`src/rtl/avr_pkg.sv`:
```
// Shared definitions for the AVR core fetch path.
//   pc_src_e   : next-PC select encodings driven by the CPU
//   PC_W_DEF   : default program-counter width (words)
//   NOP_OPCODE : instruction word presented when no valid fetch exists
package avr_pkg;

    localparam int          PC_W_DEF   = 16;
    localparam logic [15:0] NOP_OPCODE = 16'h0000;

    typedef enum logic [2:0] {
        PCSRC_INC  = 3'd0,
        PCSRC_REL  = 3'd1,
        PCSRC_ABS  = 3'd2,
        PCSRC_IND  = 3'd3,
        PCSRC_SKIP = 3'd4
    } pc_src_e;

endpackage

```
`src/rtl/avr_next_pc.sv`:
```
// Combinational next-fetch-address mux/adder.
// Ports:
//   fa      in  current fetch address (data for it is on the ROM output)
//   hold    in  re-read fa instead of advancing
//   pc_src  in  next-PC select (avr_pkg::pc_src_e encodings; 5..7 act as INC)
//   jmp     in  signed word offset (REL) or absolute word address (ABS/IND)
//   next_fa out address to present to the ROM
// Build option: AVR_FETCH_WRAP_EN masks the result to PMEM_AW bits so the
// PC wraps at program-memory size; otherwise it wraps modulo 2^PC_W.
module avr_next_pc
    import avr_pkg::*;
#(
    parameter int PC_W    = PC_W_DEF,
    parameter int PMEM_AW = 9
) (
    input  logic [PC_W-1:0] fa,
    input  logic            hold,
    input  logic [2:0]      pc_src,
    input  logic [PC_W-1:0] jmp,
    output logic [PC_W-1:0] next_fa
);

`ifdef AVR_FETCH_WRAP_EN
    localparam bit WRAP_EN = 1'b1;
`else
    localparam bit WRAP_EN = 1'b0;
`endif

    localparam logic [PC_W-1:0] ADDR_MASK =
        WRAP_EN ? PC_W'((64'd1 << PMEM_AW) - 64'd1) : {PC_W{1'b1}};

    logic [PC_W-1:0] raw_fa;

    always_comb begin
        raw_fa = fa + PC_W'(1);
        if (hold) begin
            raw_fa = fa;
        end else begin
            case (pc_src)
                PCSRC_REL:  raw_fa = fa + PC_W'(1) + jmp;
                PCSRC_ABS,
                PCSRC_IND:  raw_fa = jmp;
                PCSRC_SKIP: raw_fa = fa + PC_W'(2);
                default:    raw_fa = fa + PC_W'(1);
            endcase
        end
        next_fa = raw_fa & ADDR_MASK;
    end

endmodule

```
`src/rtl/avr_fetch_stage.sv`:
```
// Instruction-fetch stage between the AVR execute unit and a synchronous
// program ROM with one cycle of read latency.
// Ports:
//   CLK        in  rising-edge clock
//   RST        in  asynchronous active-high reset
//   stall      in  freeze PC and presented instruction
//   pc_src     in  next-PC select from the CPU
//   jmp        in  jump operand (signed offset or absolute word address)
//   prog_data  in  ROM read data for the address issued last cycle
//   prog_addr  out ROM word address (combinational next-fetch address)
//   current_pc out word address of cur_instr
//   cur_instr  out instruction presented to the CPU
// Build option: AVR_FETCH_WRAP_EN (see avr_next_pc) wraps the PC at PMEM_AW bits.
module avr_fetch_stage
    import avr_pkg::*;
#(
    parameter int          PC_W     = PC_W_DEF,
    parameter int          PMEM_AW  = 9,
    parameter logic [15:0] NOP_WORD = NOP_OPCODE
) (
    input  logic            CLK,
    input  logic            RST,
    input  logic            stall,
    input  logic [2:0]      pc_src,
    input  logic [PC_W-1:0] jmp,
    input  logic [15:0]     prog_data,
    output logic [PC_W-1:0] prog_addr,
    output logic [PC_W-1:0] current_pc,
    output logic [15:0]     cur_instr
);

    logic [PC_W-1:0] fa;
    logic            vld;
    logic [PC_W-1:0] next_fa;
    logic            hold;

    // Until the first fetch after reset is latched, keep addressing word 0
    // so instruction 0 is the first one presented.
    assign hold = stall | ~vld;

    avr_next_pc #(
        .PC_W    (PC_W),
        .PMEM_AW (PMEM_AW)
    ) u_next_pc (
        .fa      (fa),
        .hold    (hold),
        .pc_src  (pc_src),
        .jmp     (jmp),
        .next_fa (next_fa)
    );

    always_ff @(posedge CLK or posedge RST) begin
        if (RST) begin
            fa  <= '0;
            vld <= 1'b0;
        end else begin
            fa  <= next_fa;
            vld <= 1'b1;
        end
    end

    // During reset the ROM must be parked on word 0 so its data is ready
    // for the first cycle after release.
    assign prog_addr  = RST ? '0 : next_fa;
    assign current_pc = fa;
    assign cur_instr  = vld ? prog_data : NOP_WORD;

endmodule

```
`config.mk`:
```
export PLATFORM = sky130hd
export DESIGN_NAME = avr_fetch_stage
export DESIGN_NICKNAME = d
export VERILOG_FILES = /design/src/rtl/avr_pkg.sv /design/src/rtl/avr_next_pc.sv /design/src/rtl/avr_fetch_stage.sv
export SDC_FILE = /design/constraint.sdc
export NUM_CORES = 1
export LEC_CHECK = 0
export ABC_AREA = 1
export CORE_MARGIN = 2
export CORE_UTILIZATION = 44
export CTS_CLUSTER_DIAMETER = 60
export CTS_CLUSTER_SIZE = 8
export DETAILED_ROUTE_END_ITERATION = 7
export GPL_ROUTABILITY_DRIVEN = 1
export PLACE_DENSITY_LB_ADDON = 0.1
export REMOVE_ABC_BUFFERS = 1
export SLEW_MARGIN = 20
export SYNTH_ARGS = -nofsm -noshare
export SYNTH_HDL_FRONTEND = slang
export SYNTH_SLANG_ARGS = --single-unit
```
`constraint.sdc`:
```
create_clock -name CLK -period 2.6 [get_ports CLK]
set_clock_uncertainty 0.05 [all_clocks]
set_input_delay 0.26 -clock CLK [delete_from_list [all_inputs] [get_ports CLK]]
set_output_delay 0.26 -clock CLK [all_outputs]
set_load 0.005 [all_outputs]
```
==> results by group, run 1 <==
GRT
  – Global-route wire length before repair: just over 20 mm
  – Antenna violations before repair: 0
  – Gr ovfl total: 0
  – Vias in the first global route: 4,376
  – GRT Overall Usage: about a third
  – Largest net degree at the start of global routing: 18

CTS
  – Clk_lat worst skew: approximately 0.26 ns
  – Clk buf depth: 2
  – CTS Root Cell: clkbuf_8
  – H-tree levels: 1
  – CTS clk-pin slew, worst paths: about 0.070 ns
  – Sink Count: 17
  – CTS Hold Bufs: 0
  – CTS tree: built
  – Inserted Clock Buffers: 3

Routing
  – Vias post-DR: about 4,500
  – Antenna-violating nets left: 0
  – Initial DRC count: roughly 320
  – Routed len/inst: 18.13 microns
  – Residual DRC count: 0
  – DRT Wirelength: 14.18 mm
  – Drt pass-1 iters: 5
  – Via density: around 5.7

Min path
  – Hold path depth: 2
  – Hold wc startpoint: current_pc[11]$_DFF_PP0_
  – Min-delay worst type: flip-flop to flip-flop
  – Hold Crit Endpoint: current_pc[11]$_DFF_PP0_

Logic synthesis
  – Post-synthesis sequential area ratio: roughly 15%
  – Mux contribution to synthesized area: 0%
  – Synth cell types: 40
  – Main combinational cell family by area after synthesis: simple AND/OR/NAND/NOR gates
  – Synth Instances: ~500
  – Mapped Avg Cell Area: between 5 and 6 sq um
  – Post-synth top area cell: nand2_1
  – Adder-Cell Fraction of Synth Area: between 10 and 15%
  – Synth Area in Compound Gates: 18.11%
  – Post-synthesis simple-gate area fraction: 40.99%
  – Top cells by area, synth: nand2_1 (21%), dfrtp_1 (15%), inv_1 (11%)
  – Synth Register Bits: 17
  – Yosys warns: 0
  – Async SR Flop Fraction: 100.0%
  – Most frequent cell after synthesis: nand2_1
  – Post-synth top cells: nand2_1 (156), inv_1 (83), a21oi_1 (40)
  – Synth top area share: just over 20%
  – Synth Area in XOR/XNOR: between 1.5 and 2%
  – Top FF cell, synth: dfrtp_1
  – EDFF count, synth: 0
  – Post-Syn Area: about 2800 sq um

Finish
  – Nets@finish: between 700 and 800
  – Layout cells sized above 1: 46.24%
  – Fillers: about 320
  – Final Core Density: 88.32%
  – Area grow syn2layout: 96.15%
  – Filler-free cell count of the finished design: 782
  – Diodes inserted: 0

STA
  – Final worst path period share: 128.7%
  – Final setup violation count: 24
  – Worst slew pin tran: 0.6493 ns
  – Setup TNS: -9.474 ns
  – Final min period: approximately 3.3 ns
  – Endpoints failing hold: 0
  – Slew Limit Fails: 0
  – Worst slew margin: approximately 57%
  – Final WS setup: -0.7459 ns
  – Unrepaired setup endpoints after global routing: yes
  – FMAX: 298.9 MHz

Power and ir drop
  – Sequential power share: about 13%
  – Clock share of power: about 6.5%
  – Combinational Power Share: 81.1%
  – Maximum vdd drop: 0.0005848 V
  – Power Dens Cells: approximately 570 nW/um^2
  – Internal power: around 1.7 mW
  – Leak pwr: around 2.8 nW
  – Sw Share: between 40% and 50%
  – Switching pwr: between 1 and 1.5 mW
  – Overall power: between 3 and 4 mW

Status
  – Failing checks: negative setup slack
  – Status: finished with violations

Placed design
  – Port Buffers: between 80 and 90
  – Detailed placement HPWL: approximately 8.7 mm
  – Inst Count DP: 751
  – Placer Congestion: between 0.9 and 1

Setup path
  – CP endpoint kind: primary output
  – Internal reg-to-reg setup slack: -0.32 ns
  – WS Path Type: flip-flop to primary output
  – Reg2reg end: current_pc[7]$_DFF_PP0_
  – Reg2Reg Depth: 18
  – R2r startpoint: current_pc[1]$_DFF_PP0_
  – Critical-path maximum fanout: 3
  – WP data required: ~2.3 ns
  – Crit path arrival time: around 3.0 ns
  – Crit path launch type: flip-flop

Floorplan
  – I/O pin count: between 80 and 90
  – # rows: 29
  – Die area: 7081 sq um
  – Total core area: 6277 sq um
  – Die height: approximately 84 microns
  – Chip Width: 84.15 microns
  – Starting Density: a little under half

Flow run
  – Max cap viols: 0
through the flow:
stage | setup WS, ns | area, sq um | hold slack, ns
3_3_place_gp | -0.9266 | 4468 | 0.5511
5_1_grt | -0.8457 | 5544 | 0.6429
6_report | -0.7459 | 5544 | 0.5854
4_1_cts | -0.6052 | 5213 | 0.5856
3_5_place_dp | -0.9767 | 4468 | 0.5594
2_1_floorplan | -0.1626 | 2773 | 0.1361
critical path, stage by stage, from the launching register on:
cell	delay [ns]
dfrtp_2	0.46
ha_4	0.20
nand2_4	0.09
inv_4	0.06
or2_4	0.25
o21ai_2	0.07
inv_2	0.10
ha_4	0.31
nand2_2	0.05
nor2_1	0.14
nand3_1	0.15
nand2_2	0.14
buf_6	0.12
a21boi_2	0.05
o21ai_2	0.05
nand3_1	0.10
o21ai_2	0.24
a21oi_2	0.08
buf_2	0.13
what timing repair did:
item | CTS | global route
setup buffers | 18 | 16
resized for setup | 225 | 63
pin swaps | 82 | 65
endpoints found under the setup margin | 27 | 26
state kept, by name (all words and copies together), names as in the netlist:
name and cells:
vld 1, current_pc 16
cells by family (layout without fill, tap and decap cells):
kind of cell	after synthesis	after routing
AND/OR/NAND/NOR	264	264
buffers and inverters	101	304
AO/OA/AOI/OAI	91	91
adder cells (fa/ha/maj)	22	22
flip-flops	17	17
XOR/XNOR	6	6
other	1	1
metal layers:
| layer | vias to the layer above | wire length [microns] | track usage [%] |
|---|---|---|---|
| met5 | - | 0 | 0 |
| met1 | 2063 | 5077 | 38.80 |
| met2 | 322 | 6992 | 64.14 |
| li1 | 2012 | - | - |
| met4 | 0 | 1111 | 21.26 |
| met3 | 92 | 995 | 4.523 |
power groups by stage:
| stage | Clock (mW) | Sequential, mW | Combinational (mW) |
|---|---|---|---|
| 6_report | 0.204 | 0.393 | 2.56 |
| 5_1_grt | 0.221 | 0.396 | 2.69 |
| 4_1_cts | 0.204 | 0.387 | 2.16 |
| 3_5_place_dp | 0 | 0.377 | 1.61 |
| 3_3_place_gp | 0 | 0.375 | 1.58 |
| 2_1_floorplan | 0 | 0.407 | 0.736 |
placed cells by master, fill, tap and decap left out, types with 14 or more instances in the layout:
cell,count
buf_4,109
nand2_1,100
clkdlybuf4s50_1,68
nor2_1,26
nand3_2,14
inv_1,59
inv_2,25
a21oi_1,24
nand3_1,22
ha_4,18
o21ai_0,19
buf_6,14
buf_2,15
dfrtp_1,14
nand2_2,49
how the worst max path moves through the flow:
stage,from,slack (ns),end
finish,current_pc[1]$_DFF_PP0_,-0.75,prog_addr[7]
floorplan,current_pc[2]$_DFF_PP0_,-0.16,prog_addr[14]
detailed placement,current_pc[1]$_DFF_PP0_,-0.98,prog_addr[6]
CTS,current_pc[0]$_DFF_PP0_,-0.61,prog_addr[13]
global placement,current_pc[1]$_DFF_PP0_,-0.93,prog_addr[6]
global route,current_pc[1]$_DFF_PP0_,-0.85,prog_addr[13]
layout make-up:
cell class | count | area [sq um] | share of cell area, %
multi-input cells | 384 | 2830 | 51.05
repair buffers | 210 | 1797 | 32.41
flip-flops and latches | 17 | 429.2 | 7.741
inverters | 90 | 345.3 | 6.229
well taps | 77 | 96.34 | 1.738
clock buffers | 3 | 41.29 | 0.7448
clock inverters | 1 | 5.005 | 0.09027
Power figures use the tool's default switching activity.
==> run 2: changes to the inputs <==
Settings changed: CORE_UTILIZATION 44 to 49.
Clock period 2.6 ns to 3.7 ns, I/O delays scaled along.
==> run 2 against run 1 <==
Compared with the run above:
- the flow now finishes without violations
- highest routed layer unchanged
- global-route usage fell by 4.6 points
- critical endpoint unchanged
- non-clock buffer count fell by 102
- via count fell by 17%
- sequential share of layout area rose by 2.6 points
==> results by group, run 2 (synthesis results as in run 1) <==
STA
  – FMAX: approximately 280 MHz
  – Unrepaired setup endpoints after global routing: yes
  – Endpoints failing hold: 0
  – Final min period: 3.614 ns
  – Final setup violation count: 0
  – Final worst path period share: a little over nine tenths
  – Slew Limit Fails: 0
  – Worst slew margin: a little over half
  – Worst slew pin tran: between 0.6 and 0.7 ns

GRT
  – Global-route wire length before repair: approximately 16 mm
  – Vias in the first global route: between 3,000 and 4,000
  – Antenna violations before repair: 0
  – Largest net degree at the start of global routing: 19
  – Gr ovfl total: 0
  – GRT Overall Usage: 30.65%

CTS
  – CTS clk-pin slew, worst paths: 0.07 ns
  – Sink Count: 17
  – Inserted Clock Buffers: 3
  – CTS tree: built
  – H-tree levels: 1
  – Clk buf depth: 2
  – CTS Root Cell: clkbuf_8
  – Clk_lat worst skew: 0.26 ns

Setup path
  – Crit path arrival time: between 3 and 4 ns
  – Internal reg-to-reg setup slack: slightly above 0.8 ns
  – Worst-path cell chain: ha_2 > nand3_2 > nor2_4 > nor2_1 > o21bai_2 > inv_1 > ha_4 > nand2_2 > inv_1 > a21oi_2 > nand2_2 > buf_4 > a21boi_0 > o21ai_1 > nand3_1 > o21ai_2 > a21oi_1 > clkdlybuf4s15_1
  – Critical-path maximum fanout: 5
  – Peak per-stage delay on the critical path: between 0.4 and 0.5 ns
  – WS Path Type: flip-flop to primary output
  – Reg2reg end: current_pc[7]$_DFF_PP0_
  – CP top delay family: compound AO/OA/AOI/OAI gates
  – R2r startpoint: current_pc[0]$_DFF_PP0_
  – Reg2Reg Depth: 17
  – CP endpoint kind: primary output
  – WP data required: 3.28 ns
  – Crit path buffers/inverters: 4
  – Crit path launch type: flip-flop
  – CP max-delay cell: dfrtp_1

Finish
  – Largest register FFs: 16
  – Most frequent cells in the layout: nand2_1 (146), inv_1 (82), clkdlybuf4s50_1 (72), nand3_1 (37), a21oi_1 (32)
  – Nets@finish: 664
  – Area grow syn2layout: 46.22%
  – Layout cells sized above 1: between 10% and 20%
  – Final instance area: about 4100 sq um
  – Commonest non-fill, non-tap cell in the layout: nand2_1
  – Diodes inserted: 0

Flow run
  – Max cap viols: 0

Floorplan
  – Chip Width: 79.95 microns
  – Total core area: about 5500 sq um
  – # rows: 27
  – I/O pin count: 86
  – Starting Density: roughly half
  – Die area: 6392 sq um
  – Die height: ~80 microns

Placed design
  – Placed Area: just under 4000 sq um
  – Placer Congestion: slightly below 1
  – Detailed placement HPWL: around 7.7 mm
  – Port Buffers: 85

Power and ir drop
  – Power Dens Cells: about 360 nW/um^2
  – Overall power: about 1.5 mW
  – Leak pwr: about 2.2 nW
  – Maximum vdd drop: 0.0003296 V

Routing
  – Drt pass-1 iters: 6
  – Residual DRC count: 0
  – DRT Wirelength: about 10 mm
  – Vias post-DR: roughly 3,700
  – Via density: ~5.5
  – Initial DRC count: roughly 280
  – Antenna-violating nets left: 0
  – Routed len/inst: roughly 15 microns

Min path
  – Hold path depth: 2
  – Hold wc startpoint: current_pc[12]$_DFF_PP0_
  – Min-delay worst type: flip-flop to flip-flop
  – Hold Crit Endpoint: current_pc[12]$_DFF_PP0_

Status
  – Status: finished, final reports clean
## run 2: cell count changes in the layout (fill, tap and decap cells not counted), sizes merged
cell	previous run	this run
dlymetal6s2s	2	4
clkinvlp	0	1
clkdlybuf4s15	0	3
dlygate4sd2	0	5
clkdlybuf4s50	68	72
clkinv	4	3
clkbuf	3	4
buf	140	23
## run 2: worst register-to-register path, stage by stage (launching register included)
cell and delay, ns:
dfrtp_1 0.46, ha_2 0.24, nand3_2 0.11, nor2_4 0.14
nor2_1 0.05, o21bai_2 0.19, inv_1 0.10, ha_4 0.22
nand2_2 0.12, inv_1 0.07, a21oi_2 0.14, nand2_2 0.09
buf_4 0.14, o21ai_1 0.14, nand3_1 0.14, o21ai_2 0.20
buf_4 0.14, nand2_1 0.04
## run 2: stage by stage
step | hold WS (ns) | utilization [%] | TNS [ns] | std cells | setup slack [ns]
5_1_grt | 0.6030 | 74.59 | -0.4435 | 675 | -0.2051
4_1_cts | 0.5784 | 71.79 | 0 | 669 | 0.003287
6_report | 0.5820 | 74.59 | 0 | 675 | 0.08566
3_3_place_gp | 0.5384 | 69.33 | 0 | 665 | 0.02142
2_1_floorplan | 0.2461 | - | 0 | 491 | 0.8274
3_5_place_dp | 0.5634 | 69.33 | -0.01871 | 665 | -0.01871
## run 2: cell type report
class | instances | area, sq um
well taps | 72 | 90.09
clock inverters | 1 | 7.507
repair buffers | 108 | 1022
multi-input cells | 384 | 2207
clock buffers | 3 | 41.29
fillers | 472 | 1408
flip-flops and latches | 17 | 426.7
inverters | 90 | 337.8
## run 2: worst max path at each step
stage,slack (ns),from,end,depth (start not counted)
final,0.09,current_pc[0]$_DFF_PP0_,prog_addr[7],18
after global placement,0.02,current_pc[1]$_DFF_PP0_,prog_addr[7],17
after detailed placement,-0.02,current_pc[1]$_DFF_PP0_,prog_addr[7],17
after CTS,0.003,current_pc[1]$_DFF_PP0_,prog_addr[5],16
after global routing,-0.21,current_pc[1]$_DFF_PP0_,prog_addr[7],19
after floorplan,0.83,current_pc[2]$_DFF_PP0_,prog_addr[14],18
## run 2: power by group
part           total, mW  switching, mW  internal, mW
clock network      0.146         0.0703        0.0760
logic               1.05          0.574         0.473
registers          0.277         0.0528         0.224
## run 2: routing by layer
layer	up-vias	global-route usage (%)	wire length [microns]	share of wire, %
met3	34	3.167	656	6.6
met2	185	54.42	4971	50
met1	1670	37.90	3966	40
met4	0	11.53	380	3.8
li1	1818	-	-	-
met5	-	0	0	0
## run 2: repair_timing
item	CTS	global route
endpoints found under the setup margin	12	12
gates resized for setup	28	35
hold buffers	0	0
pin swaps	4	13
buffers inserted	0	6
